File: src/rtl/derandomizer_rx_if.sv
// Serial-in / byte-out bus of the receive derandomizer.
// The master drives the scrambled bit stream and seed writes; the slave returns bytes and status.
interface derandomizer_rx_if;
  logic        in_valid;
  logic        in_bit;
  logic        sof;
  logic        load;
  logic [14:0] vect;
  logic [7:0]  out_byte;
  logic        out_valid;
  logic        out_last;
  logic        busy;
  logic        err_sof;

  modport master (
    output in_valid, in_bit, sof, load, vect,
    input  out_byte, out_valid, out_last, busy, err_sof
  );

  modport slave (
    input  in_valid, in_bit, sof, load, vect,
    output out_byte, out_valid, out_last, busy, err_sof
  );
endinterface

File: src/rtl/derandomizer_rx.sv
// Receive derandomizer: strips the x^15+x^14+1 PRBS keystream from a serial stream,
// re-seeding at every start-of-frame, and packs recovered bits LSB-first into bytes.
module derandomizer_rx #(
  parameter logic [14:0] SEED       = 15'b011_0111_0001_0101,
  parameter int          FRAME_BITS = 96
) (
  input  logic              clk,
  input  logic              reset,
  derandomizer_rx_if.slave  bus
);

  localparam int CW = $clog2(FRAME_BITS);

  typedef enum logic [0:0] {
    IDLE = 1'b0,
    RUN  = 1'b1
  } state_t;

  state_t          state_q, state_d;
  logic [14:0]     seed_q, seed_d;
  logic [14:0]     lfsr_q, lfsr_d;
  logic [CW-1:0]   cnt_q, cnt_d;
  logic [7:0]      sh_q, sh_d;
  logic [7:0]      out_byte_q, out_byte_d;
  logic            out_valid_q, out_valid_d;
  logic            out_last_q, out_last_d;
  logic            err_sof_q, err_sof_d;
  logic            d_s;
  logic [7:0]      byte_s;

  function automatic logic keybit(input logic [14:0] p);
    return p[0] ^ p[1];
  endfunction

  function automatic logic [14:0] prbs_next(input logic [14:0] p);
    return {p[0] ^ p[1], p[14:1]};
  endfunction

  // Next-state, descramble and byte assembly
  always_comb begin
    state_d     = state_q;
    seed_d      = seed_q;
    lfsr_d      = lfsr_q;
    cnt_d       = cnt_q;
    sh_d        = sh_q;
    out_byte_d  = out_byte_q;
    out_valid_d = 1'b0;
    out_last_d  = 1'b0;
    err_sof_d   = 1'b0;
    d_s         = 1'b0;
    byte_s      = sh_q;

    // A seed written here only reaches the LFSR at the next sof, so a frame in flight is unaffected.
    if (bus.load) begin
      seed_d = bus.vect;
    end else begin
      seed_d = seed_q;
    end

    if (bus.in_valid && bus.sof) begin
      // Any sof restarts a frame; mid-frame it drops the partial byte and flags the error.
      d_s       = bus.in_bit ^ keybit(seed_q);
      err_sof_d = (state_q == RUN);
      lfsr_d    = prbs_next(seed_q);
      sh_d      = {7'd0, d_s};
      cnt_d     = CW'(1'b1);
      state_d   = RUN;
    end else if (bus.in_valid && (state_q == RUN)) begin
      d_s                 = bus.in_bit ^ keybit(lfsr_q);
      byte_s[cnt_q[2:0]]  = d_s;
      sh_d                = byte_s;
      lfsr_d              = prbs_next(lfsr_q);
      if (cnt_q[2:0] == 3'd7) begin
        out_valid_d = 1'b1;
        out_byte_d  = byte_s;
      end else begin
        out_valid_d = 1'b0;
      end
      if (cnt_q == CW'(FRAME_BITS - 1)) begin
        out_last_d = 1'b1;
        state_d    = IDLE;
        cnt_d      = {CW{1'b0}};
      end else begin
        cnt_d      = cnt_q + CW'(1'b1);
      end
    end else begin
      state_d = state_q;
    end
  end

  // State and output registers
  always_ff @(posedge clk or posedge reset) begin
    if (reset) begin
      state_q     <= IDLE;
      seed_q      <= SEED;
      lfsr_q      <= SEED;
      cnt_q       <= {CW{1'b0}};
      sh_q        <= 8'd0;
      out_byte_q  <= 8'd0;
      out_valid_q <= 1'b0;
      out_last_q  <= 1'b0;
      err_sof_q   <= 1'b0;
    end else begin
      state_q     <= state_d;
      seed_q      <= seed_d;
      lfsr_q      <= lfsr_d;
      cnt_q       <= cnt_d;
      sh_q        <= sh_d;
      out_byte_q  <= out_byte_d;
      out_valid_q <= out_valid_d;
      out_last_q  <= out_last_d;
      err_sof_q   <= err_sof_d;
    end
  end

  assign bus.out_byte  = out_byte_q;
  assign bus.out_valid = out_valid_q;
  assign bus.out_last  = out_last_q;
  assign bus.err_sof   = err_sof_q;
  assign bus.busy      = (state_q == RUN);

endmodule

File: src/flat_wrapper.sv
// flat-port wrapper written by rule: the top's interface ports become plain ports
module derandomizer_rx_flat 
#(
  parameter logic [14:0] SEED       = 15'b011_0111_0001_0101,
  parameter int          FRAME_BITS = 96
)
  (clk, reset, bus_in_valid, bus_in_bit, bus_sof, bus_load, bus_vect, bus_out_byte, bus_out_valid, bus_out_last, bus_busy, bus_err_sof);
  derandomizer_rx_if bus_i ();
  input  logic clk;
  input  logic reset;
  input wire logic [$bits(bus_i.in_valid)-1:0] bus_in_valid;
  input wire logic [$bits(bus_i.in_bit)-1:0] bus_in_bit;
  input wire logic [$bits(bus_i.sof)-1:0] bus_sof;
  input wire logic [$bits(bus_i.load)-1:0] bus_load;
  input wire logic [$bits(bus_i.vect)-1:0] bus_vect;
  output wire logic [$bits(bus_i.out_byte)-1:0] bus_out_byte;
  output wire logic [$bits(bus_i.out_valid)-1:0] bus_out_valid;
  output wire logic [$bits(bus_i.out_last)-1:0] bus_out_last;
  output wire logic [$bits(bus_i.busy)-1:0] bus_busy;
  output wire logic [$bits(bus_i.err_sof)-1:0] bus_err_sof;
  assign bus_i.in_valid = bus_in_valid;
  assign bus_i.in_bit = bus_in_bit;
  assign bus_i.sof = bus_sof;
  assign bus_i.load = bus_load;
  assign bus_i.vect = bus_vect;
  assign bus_out_byte = bus_i.out_byte;
  assign bus_out_valid = bus_i.out_valid;
  assign bus_out_last = bus_i.out_last;
  assign bus_busy = bus_i.busy;
  assign bus_err_sof = bus_i.err_sof;
  derandomizer_rx #(.SEED(SEED), .FRAME_BITS(FRAME_BITS)) u_core (.clk(clk), .reset(reset), .bus(bus_i));
endmodule
File: config.mk
export PLATFORM = sky130hd
export DESIGN_NAME = derandomizer_rx_flat
export DESIGN_NICKNAME = d
export VERILOG_FILES = /design/src/rtl/derandomizer_rx_if.sv /design/src/rtl/derandomizer_rx.sv /design/src/flat_wrapper.sv
export SDC_FILE = /design/constraint.sdc
export NUM_CORES = 1
export LEC_CHECK = 0
export CORE_ASPECT_RATIO = 1.75
export CORE_MARGIN = 3
export CORE_UTILIZATION = 55
export DETAILED_ROUTE_END_ITERATION = 8
export GPL_TIMING_DRIVEN = 0
export HOLD_SLACK_MARGIN = 0.05
export PLACE_DENSITY_LB_ADDON = 0.25
export SKIP_LAST_GASP = 1
export SLEW_MARGIN = 0
export SYNTH_ARGS = -nofsm -noshare
export SYNTH_HDL_FRONTEND = slang
export SYNTH_SLANG_ARGS = --single-unit
File: constraint.sdc
create_clock -name clk -period 2.15 [get_ports clk]
set_input_delay 0.43 -clock clk [delete_from_list [all_inputs] [get_ports clk]]
set_output_delay 0.43 -clock clk [all_outputs]
set_load 0.005 [all_outputs]
Yosys cells after proc, flatten, opt, wreduce, memory -nomap -nowiden:

Cells that the tools add are included.

* add/subtract/negate cells: 1
* order comparisons: 2
* equal/unequal tests: 2
* muxes and demuxes: 20
* bitwise logic cells: 5
* reductions and logical operators: 7

Operator list (number)
* 2-to-1 mux 15 bit: 2
* 2-to-1 mux 7 bit: 3
* 2-to-1 mux 8 bit: 2
* 2-to-1 mux 1 bit: 11
* bitwise mux 8 bit: 1
* adder 7 x 1 -> 7 bit, second input constant: 1
* equality test 7 bit, second input constant: 1
* less-than comparator 3 x 4 -> 1 bit, second input constant: 1
* nonzero test 2 bit: 2
* bitwise XOR 1 bit: 4
* demux 1 bit (select 3 bit): 1
* equality test 3 bit, second input constant: 1
* >= comparator 3 x 1 -> 1 bit, second input constant: 1
* logical AND 1 bit: 3
* AND reduction 3 bit: 1
* AND reduction 2 bit: 1
* NOT 1 bit: 1

* flip-flop bits (word level): 57
* input bits: 21
* output and inout port bits: 12
* word-level logic and storage cells: 46

Depth between registers and ports, before layout:

Gate-level depths: netlist (run 1).

* depth in word-level cells: 7
* gate-level depth with buffers: 7
* gate-level depth less buffers: 5

Least setup slack after synthesis (run 1):

Ideal clock, no wire load.

* path type: flip-flop to flip-flop
* start point: reg u_core.lfsr_q[0]
* end point: reg u_core.sh_q[6]
* library setup time: 122 ps
* data arrival time: 1335 ps
* required time: 2028 ps
* path slack: 694 ps
* stages on the path, launching flop included: 5
* path buffers: 0
* period minus slack after synthesis: 1456 ps
* cells stage by stage: dfstp_2 -> xor3_1 -> nand2_1 -> nor2_1 -> a32o_1

* word-level cells in the longest chain between the ends: 5

RTL lines
* start: declaration: line derandomizer_rx.sv:21 `logic [14:0] lfsr_q, lfsr_d;`
* start signal: assignment: line derandomizer_rx.sv:106 `lfsr_q <= lfsr_d;`
* bitwise XOR 1 bit: line derandomizer_rx.sv:32 `return p[0] ^ p[1];`
* bitwise XOR 1 bit: line derandomizer_rx.sv:69 `d_s = bus.in_bit ^ keybit(lfsr_q);`
* bitwise mux 8 bit: line derandomizer_rx.sv:70 `byte_s[cnt_q[2:0]] = d_s;`
* 2-to-1 mux 8 bit: line derandomizer_rx.sv:68 `end else if (bus.in_valid && (state_q == RUN)) begin`
* 2-to-1 mux 8 bit: line derandomizer_rx.sv:60 `if (bus.in_valid && bus.sof) begin`
* end signal: assignment: line derandomizer_rx.sv:98 `sh_q <= 8'd0;`
* end signal: assignment: line derandomizer_rx.sv:108 `sh_q <= sh_d;`
* end: declaration: line derandomizer_rx.sv:23 `logic [7:0] sh_q, sh_d;`

Every way passes these cells. The select of a mux whose other input is x is not followed.
A chain may end at the register's enable or synchronous reset.

Worst setup path after layout (run 1):

* start point: reg u_core.state_q (netlist: u_core.bus.busy)
* end point: out bus_busy

RTL lines
* start: declaration: line derandomizer_rx.sv:19 `state_t state_q, state_d;`
* start signal: assignment: line derandomizer_rx.sv:104 `state_q <= state_d;`
* end: declaration: line flat_wrapper.sv:19 `output wire logic [$bits(bus_i.busy)-1:0] bus_busy;`

No word-level cell between the ends.

==> summary.txt, run 1 <==
Setup path
  • Critical path's largest stage delay: 510 ps
  • CP delay by family, top: buffers and inverters
  • CP max stage cell: clkdlybuf4s50_1
  • CP Capture Type: output pin
  • Reg2reg setup slack: 570 ps
  • Critical path required time: 1720 ps
  • Crit Path Category: register to output pin
  • CP max FO: 2
  • Crit path DAT: 1210 ps
  • Critical Path Source Type: register
  • WP buf/inv: 1
  • Crit path cell chain: clkdlybuf4s50_1

Timing
  • Measured slew at the worst slew-check pin: 605.4 ps
  • Highest clock rate: 609.4 MHz
  • Setup TNS: 0 ps
  • Slack of the critical path: 509.0 ps
  • Period Utilization, post-route: 76.33%
  • Fin Clk Skew: 11.32 ps
  • Final Critical Period: 1641 ps
  • Count of final setup violators: 0
  • Final Max Tran Viols: 0
  • Slew Limit Headroom: 59.58%
  • WHS: 471.3 ps
  • RSZ-0062 raised after global routing: false
  • Final hold vios: 0

Run
  • Max-cap viol count: 0

Cells and area
  • Synth-to-Final Area Change: 21.44%
  • Ant diodes: 0
  • Share of cells above drive strength 1: 19.73%
  • Post-layout util: 69.11%
  • Fill cell count: 381
  • Nets@finish: 317

Global route
  • Largest net degree at the start of global routing: 31
  • Antenna violations before repair: 0
  • Layer with the highest usage: met2
  • Vias in the first global route: 2203
  • Grt met3 use: 5.291%
  • Global Route met1 Usage: 25.22%
  • First-pass GRT wire length: 10230 um
  • M2 GR Usage: 40.63%
  • Gr ovfl total: 0
  • GRT Total Usage: 23.47%

Synth
  • Number of enable flip-flop cells after synthesis: 0
  • Main synth FF type: dfrtp_1
  • Number of cells produced by synthesis: 253
  • Ys async rst share: 100.0%
  • Distinct cells, synth: 37
  • Post-synthesis net count: 276
  • Synthesized cell area: 2679 sq um
  • Yosys warns: 0
  • Syn Area/Cell: 10.59 sq um
  • Number of synthesized register bits: 57
  • Sequential share of the synthesized area: 53.99%

Floorplanning
  • Die H: 98.32 um
  • Die Width: 58.76 um
  • Core area: 4707 sq um
  • Initial core utilization: 56.91%
  • Die ar.: 5777 sq um
  • Rows: 33
  • Top Ports: 33

Clocking
  • Root Buffer: clkbuf_8
  • Clock Sinks: 57
  • H-tree depth: 3
  • TritonCTS buffer count: 9
  • CTS max path bufs: 2
  • Hold-fix buffers, CTS: 0
  • Post-CTS setup repair buffer count: 0
  • TritonCTS clock tree: yes
  • Reg clk slew, reported paths: 60 ps
  • Worst-Skew Late Latency: 340 ps
  • Post_cts resized: 0

Route
  • Drt drc: 0
  • First drt pass iteration count: 4
  • DRT Wirelength: 5875 um
  • Vias: 2109
  • Iteration-0 DRC Markers: 72
  • Remaining antenna violation count: 0
  • DR vias/cell: 6.009
  • Drt wl/cell: 16.74 um

Power and ir drop
  • P per Cell Area: 861.4 nW/um^2
  • Design Power: 2.802 mW
  • Leakage: 1.386 nW
  • Max IR drop VDD: 0.6045 mV

Placed design
  • Post-place setup slack: 353.4 ps
  • Global placement routability congestion: 0.8236
  • Post-DP HPWL: 4197 um
  • Count of input and output buffers: 29

Outcome
  • Status: finished clean

Min path
  • HP Class: primary input to register
-- worst register-to-register path, stage by stage, from the launching register on --
cell and delay (ps):
dfrtp_1 360, buf_2 210, clkbuf_1 440, a31oi_1 190, o21ai_0 170, o31ai_1 90
-- layout by cell type (no fill, tap or decap), types with 3 or more instances in the layout --
cell and instances:
mux2_2 15, mux2i_1 9, nand3_1 12, a22o_1 6, a21oi_1 15, dfstp_2 16, nand2_1 23, clkdlybuf4s50_1 29
xnor2_1 3, nor2_1 11, clkbuf_8 11, inv_1 3, buf_4 4, o22ai_1 25, nor3_1 3, o21ai_0 20
clkbuf_1 10, dfrtp_1 41, a31oi_1 4, buf_2 7, nand2b_1 3
-- registers in the layout, indices dropped and copies added (netlist names), 7 cells and up --
signal and cells:
u_core.bus.out_byte 8, u_core.seed_q 15, u_core.sh_q 8, u_core.lfsr_q 15
u_core.cnt_q 7
-- synthesized netlist by cell type, types with 4 or more instances --
cell | n | area [sq um]
dfstp_2 | 16 | 420.4
a21oi_1 | 15 | 75.07
clkbuf_1 | 8 | 30.03
mux2i_1 | 9 | 90.09
mux2_2 | 15 | 168.9
dfrtp_1 | 41 | 1026
a31oi_1 | 4 | 25.02
nand2_1 | 23 | 86.33
buf_2 | 7 | 35.03
o22ai_1 | 25 | 156.4
nor2_1 | 11 | 41.29
buf_4 | 4 | 30.03
nand3_1 | 12 | 60.06
o21ai_0 | 20 | 100.1
a22o_1 | 6 | 52.55
inv_1 | 4 | 15.01
-- routing by layer --
metal | share of wire, % | vias to the layer above
met1 | 37 | 1017
met4 | 2.6 | 0
li1 | - | 1012
met2 | 56 | 61
met3 | 4.7 | 19
met5 | 0 | -
-- area by class of cell --
type | instances | area, sq um | share of cell area, %
sequential | 57 | 1446 | 44.46
multi-input combinational | 171 | 1115 | 34.27
timing repair buffer | 30 | 310.3 | 9.538
clock buffer | 13 | 158.9 | 4.885
buffer | 19 | 95.09 | 2.923
tap | 52 | 65.06 | 2.000
clock inverter | 3 | 40.04 | 1.231
inverter | 6 | 22.52 | 0.6923
-- cell families (layout without fill, tap and decap cells) --
kind of cell    after synthesis  after routing  synth area share, %
flops                        57             57                53.99
xor+xnor                      4              4                1.868
fa+ha+maj                     2              2               0.9340
mux                          24             24                9.668
buf+inv                      25             71                4.390
simple gates                 63             63                11.40
compound gates               78             78                17.75
-- power breakdown --
part / switching [mW] / internal (mW)
sequential: 0.0978 / 1.23
combinational: 0.239 / 0.232
clock: 0.411 / 0.595
-- metrics by stage --
step                      std cells  instance area [sq um]
after detailed placement        335                   3054
after global routing            351                   3253
after floorplan                 253                   2679
after CTS                       351                   3253
after global placement          334                   3034
final                           351                   3253
-- path summary, 6_finish.rpt --
kind / cells after the start / endpoint / startpoint
max: 1 / bus_busy / u_core.bus.busy
min: 3 / u_core.cnt_q[3] / bus_sof
max reg2reg: 5 / u_core.sh_q[1] / u_core.bus.busy
min reg2reg: 2 / u_core.bus.out_byte[1] / u_core.bus.out_byte[1]
max in group asynchronous: 3 / u_core.lfsr_q[13] / reset
min in group asynchronous: 2 / u_core.sh_q[6] / reset
No activity file was read; power rests on OpenSTA's default activity.
==> run 2, diff against run 1 <==
Clock period 2.15 ns to 1.6 ns, I/O delays scaled along.
==> summary.txt, run 2 (same netlist as run 1, synthesis figures left out) <==
Outcome
  • Status: finished clean

Cells and area
  • Leading registers by flop count: u_core.lfsr_q (15), u_core.seed_q (15)
  • Synth-to-Final Area Change: 23.96%
  • Ant diodes: 0
  • Share of cells above drive strength 1: 21.74%
  • Most frequent cells in the layout: dfrtp_1 (40), clkdlybuf4s50_1 (28), o22ai_1 (25), nand2_1 (22), o21ai_0 (20)
  • Nets@finish: 317
  • Post-layout util: 70.55%
  • Final instance area: 3321 sq um
  • Most common cell after layout, fill and taps aside: dfrtp_1

Route
  • Drt drc: 0
  • DR vias/cell: 5.994
  • Vias: 2104
  • Iteration-0 DRC Markers: 75
  • Metal-1 WL: 2195 um
  • Remaining antenna violation count: 0
  • First drt pass iteration count: 4
  • WL met3: 284 um
  • Drt wl/cell: 16.64 um
  • Metal2 WL: 3182 um
  • Top Layer Used: met4
  • DRT Wirelength: 5841 um

Floorplanning
  • Die H: 98.32 um
  • Die ar.: 5777 sq um
  • Core area: 4707 sq um
  • Rows: 33
  • Die Width: 58.76 um
  • Initial core utilization: 56.91%
  • Top Ports: 33

Timing
  • Final Max Tran Viols: 0
  • Count of final setup violators: 0
  • Final Critical Period: 1507 ps
  • RSZ-0062 raised after global routing: false
  • Slew Limit Headroom: 21.37%
  • Period Utilization, post-route: 94.22%
  • Final hold vios: 0
  • Fin Clk Skew: 10.92 ps
  • WHS: 361.6 ps
  • Highest clock rate: 663.4 MHz
  • Slack of the critical path: 92.51 ps
  • Measured slew at the worst slew-check pin: 1177 ps

Setup path
  • Crit path DAT: 1190 ps
  • Crit Path Category: register to output pin
  • Worst reg2reg startpoint: u_core.cnt_q[0]
  • Critical path required time: 1280 ps
  • Reg2reg setup slack: 110 ps
  • Crit path cell chain: clkdlybuf4s50_1
  • CP max FO: 2
  • CP Capture Type: output pin
  • WP buf/inv: 1
  • Critical Path Source Type: register
  • Worst R2R End: u_core.cnt_q[3]
  • Reg2Reg Depth: 4
  • CP delay by family, top: buffers and inverters
  • Critical path's largest stage delay: 500 ps
  • CP max stage cell: clkdlybuf4s50_1

Run
  • Max-cap viol count: 0

Power and ir drop
  • Switching share of power: 24.66%
  • Internal: 3.153 mW
  • Max IR drop VDD: 1.252 mV
  • Leakage: 1.420 nW
  • Logic pwr share: 15.3%
  • Psw: 1.032 mW
  • Clock share of power: 42.2%
  • P per Cell Area: 1260 nW/um^2
  • Reg power frac: 42.5%

Clocking
  • TritonCTS buffer count: 9
  • Root Buffer: clkbuf_8
  • CTS max path bufs: 2
  • Worst-Skew Late Latency: 340 ps
  • H-tree depth: 3
  • Clock Sinks: 57
  • Reg clk slew, reported paths: 70 ps
  • TritonCTS clock tree: yes

Global route
  • Gr ovfl total: 0
  • Largest net degree at the start of global routing: 58
  • First-pass GRT wire length: 9984 um
  • Vias in the first global route: 2239
  • Antenna violations before repair: 0
  • GRT Total Usage: 22.75%

Min path
  • Launch point of the worst hold path: bus_sof
  • HP Class: primary input to register
  • Hold Path Depth: 3
  • Hold Path End: u_core.cnt_q[3]

Placed design
  • Post-DP HPWL: 4124 um
  • Post-place setup slack: -107.0 ps
  • Count of input and output buffers: 29
  • Global placement routability congestion: 0.8564
  • Cell Area, Placed: 3038 sq um
run 2: cell types whose count changed in the layout (fill, tap and decap cells not counted), sizes merged:
cell | before | now
bufinv | 1 | 4
dlymetal6s2s | 0 | 1
clkdlybuf4s50 | 29 | 28
clkinvlp | 0 | 1
buf | 12 | 11
inv | 4 | 3
clkbuf | 21 | 19
run 2: power by group through the flow:
stage                     logic [mW]  clock network, mW  registers [mW]
after global routing           0.722               1.85            1.80
after CTS                      0.631               1.78            1.78
after floorplan                0.455                  0            1.77
after detailed placement       0.627                  0            1.80
final                          0.640               1.76            1.78
after global placement         0.605                  0            1.79
run 2: layout make-up:
type / count / area [sq um]
Sequential cell: 57 / 1448
Fill cell: 379 / 1386
Buffer: 19 / 102.6
Tap cell: 52 / 65.06
Clock inverter: 6 / 130.1
Timing Repair Buffer: 30 / 300.3
Multi-Input combinational cell: 171 / 1121
Clock buffer: 10 / 127.6
Inverter: 6 / 26.28
run 2: how the worst max path moves through the flow:
stage	from	endpoint	cells after the start
5_1_grt	u_core.cnt_q[2]	u_core.bus.out_byte[0]	4
3_5_place_dp	bus_in_bit	u_core.bus.out_byte[0]	5
6_report	u_core.bus.busy	bus_busy	1
2_1_floorplan	u_core.lfsr_q[0]	u_core.sh_q[6]	4
3_3_place_gp	reset	u_core.bus.out_last	2
4_1_cts	u_core.lfsr_q[0]	u_core.bus.out_byte[0]	4
run 2: worst min-delay path: stages:
cell and delay (ps):
buf_4 140, or3_1 120, a31oi_1 70
run 2: what timing repair did:
item                       4_1_cts  5_1_grt
setup buffers                    0        1
setup endpoints to repair        0       13
resized for setup                0        9
hold buffers                     0        0
run 2: per-stage QoR:
step | total power, mW | setup TNS [ps] | std cells
finish | 4.185 | 0 | 351
global route | 4.370 | 0 | 351
CTS | 4.192 | 0 | 350
detailed placement | 2.430 | -4444 | 334
global placement | 2.399 | -4059 | 334
floorplan | 2.221 | 0 | 253
run 2: routing by layer:
metal / vias to the layer above / global-route usage (%)
met2: 64 / 39.01
met3: 15 / 7.143
met5: - / 0
met1: 1016 / 24.01
li1: 1009 / -
met4: 0 / 11.69
==> run 3, diff against run 2 <==
Settings changed: RECOVER_POWER from default to 50.
==> summary.txt, run 3 (same netlist as run 1, synthesis figures left out) <==
Timing
  • Final hold vios: 0
  • RSZ-0062 raised after global routing: false
  • Fin Clk Skew: 11.24 ps
  • Final Critical Period: 1515 ps
  • Slew Limit Headroom: 21.36%
  • Count of final setup violators: 0
  • WHS: 360.5 ps
  • Measured slew at the worst slew-check pin: 1177 ps
  • Highest clock rate: 660.2 MHz
  • Period Utilization, post-route: 94.67%
  • Final Max Tran Viols: 0

Floorplanning
  • Initial core utilization: 56.91%
  • Die H: 98.32 um
  • Die ar.: 5777 sq um
  • Top Ports: 33
  • Rows: 33
  • Die Width: 58.76 um
  • Core area: 4707 sq um

Setup path
  • Worst R2R End: u_core.cnt_q[3]
  • Crit Path Category: register to register
  • CP Capture Type: register
  • CP max FO: 8
  • Critical path required time: 1860 ps
  • Crit path DAT: 1780 ps
  • Reg2reg setup slack: 90 ps
  • Critical Path Source Type: register
  • Reg2Reg Depth: 4
  • Worst reg2reg startpoint: u_core.cnt_q[0]

Clocking
  • Root Buffer: clkbuf_8
  • Clock Sinks: 57
  • TritonCTS buffer count: 9
  • H-tree depth: 3
  • Reg clk slew, reported paths: 60 ps
  • TritonCTS clock tree: yes
  • Worst-Skew Late Latency: 340 ps
  • CTS max path bufs: 2

Min path
  • HP Class: primary input to register
  • Hold Path End: u_core.cnt_q[3]
  • Hold Path Depth: 3
  • Launch point of the worst hold path: bus_sof

Power and ir drop
  • Leakage: 1.420 nW
  • P per Cell Area: 1264 nW/um^2
  • Switching share of power: 24.73%
  • Max IR drop VDD: 1.253 mV
  • Reg power frac: 42.6%
  • Logic pwr share: 15.3%
  • Internal: 3.152 mW
  • Psw: 1.036 mW
  • Clock share of power: 42.1%

Route
  • Vias: 2132
  • Drt wl/cell: 16.75 um
  • DRT Wirelength: 5879 um
  • Remaining antenna violation count: 0
  • Drt drc: 0
  • DR vias/cell: 6.074
  • First drt pass iteration count: 4
  • Iteration-0 DRC Markers: 79

Global route
  • Largest net degree at the start of global routing: 58
  • GRT Total Usage: 22.75%
  • Gr ovfl total: 0
  • First-pass GRT wire length: 9984 um
  • Vias in the first global route: 2239
  • Antenna violations before repair: 0

Cells and area
  • Ant diodes: 0
  • Post-layout util: 70.41%
  • Synth-to-Final Area Change: 23.73%
  • Nets@finish: 317
  • Most frequent cells in the layout: dfrtp_1 (40), clkdlybuf4s50_1 (28), o22ai_1 (25), nand2_1 (22), o21ai_0 (20)
  • Share of cells above drive strength 1: 21.07%
  • Final instance area: 3314 sq um
  • Most common cell after layout, fill and taps aside: dfrtp_1
  • Fill cell count: 380
  • Leading registers by flop count: u_core.lfsr_q (15), u_core.seed_q (15)

Outcome
  • Status: finished clean

Run
  • Max-cap viol count: 0

Placed design
  • Cell Area, Placed: 3038 sq um
  • Post-DP HPWL: 4124 um
  • Global placement routability congestion: 0.8564
  • Count of input and output buffers: 29
==> run 3: power groups by stage <==
stage / sequential, mW / clock [mW] / combinational (mW)
after floorplan: 1.77 / 0 / 0.455
after global placement: 1.79 / 0 / 0.605
after detailed placement: 1.80 / 0 / 0.627
after CTS: 1.78 / 1.78 / 0.631
after global routing: 1.80 / 1.85 / 0.721
final: 1.78 / 1.76 / 0.641
==> run 3: cell type report <==
type,instances,area [sq um],area share (%)
buffer,19,101.3,3.058
clock buffer,10,127.6,3.850
clock inverter,6,130.1,3.926
inverter,6,26.28,0.7928
multi-input combinational,171,1116,33.67
sequential,57,1448,43.68
tap,52,65.06,1.963
timing repair buffer,30,300.3,9.060
==> run 3: repair_timing <==
action	CTS	global route
gates resized for setup	0	9
endpoints found under the hold margin	0	0
setup endpoints to repair	0	13
hold buffers	0	0
setup buffers	0	1
==> run 3: worst max-delay path by stage <==
stage | slack [ps] | to | from | cells past startpoint
floorplan | 140 | u_core.sh_q[6] | u_core.lfsr_q[0] | 4
global placement | -90 | u_core.bus.out_last | reset | 2
detailed placement | -110 | u_core.bus.out_byte[0] | bus_in_bit | 5
CTS | 20 | u_core.bus.out_byte[0] | u_core.lfsr_q[0] | 4
global route | 4 | u_core.cnt_q[3] | u_core.cnt_q[0] | 4
finish | 90 | u_core.cnt_q[3] | u_core.cnt_q[0] | 4
==> run 3: worst max-delay path: stages (launching register included) <==
cell     delay (ps)
dfrtp_2         460
ha_1            250
and3_1          220
or3_1           350
a31oi_1         160
==> run 3: routing by layer <==
layer / vias up / wire length (um) / track usage (%)
li1: 1008 / - / -
met1: 1047 / 2237 / 24.01
met2: 61 / 3193 / 39.01
met3: 16 / 271 / 7.143
met4: 0 / 177 / 11.69
met5: - / 0 / 0
==> run 3: per-stage QoR <==
step | std cells | TNS [ps] | total power, mW | worst slack, ps
after floorplan | 253 | 0 | 2.221 | 144.0
after global placement | 334 | -4059 | 2.399 | -90.34
after detailed placement | 334 | -4444 | 2.430 | -107.0
after CTS | 350 | 0 | 4.192 | 21.68
after global routing | 351 | 0 | 4.368 | 3.942
final | 351 | 0 | 4.188 | 85.33
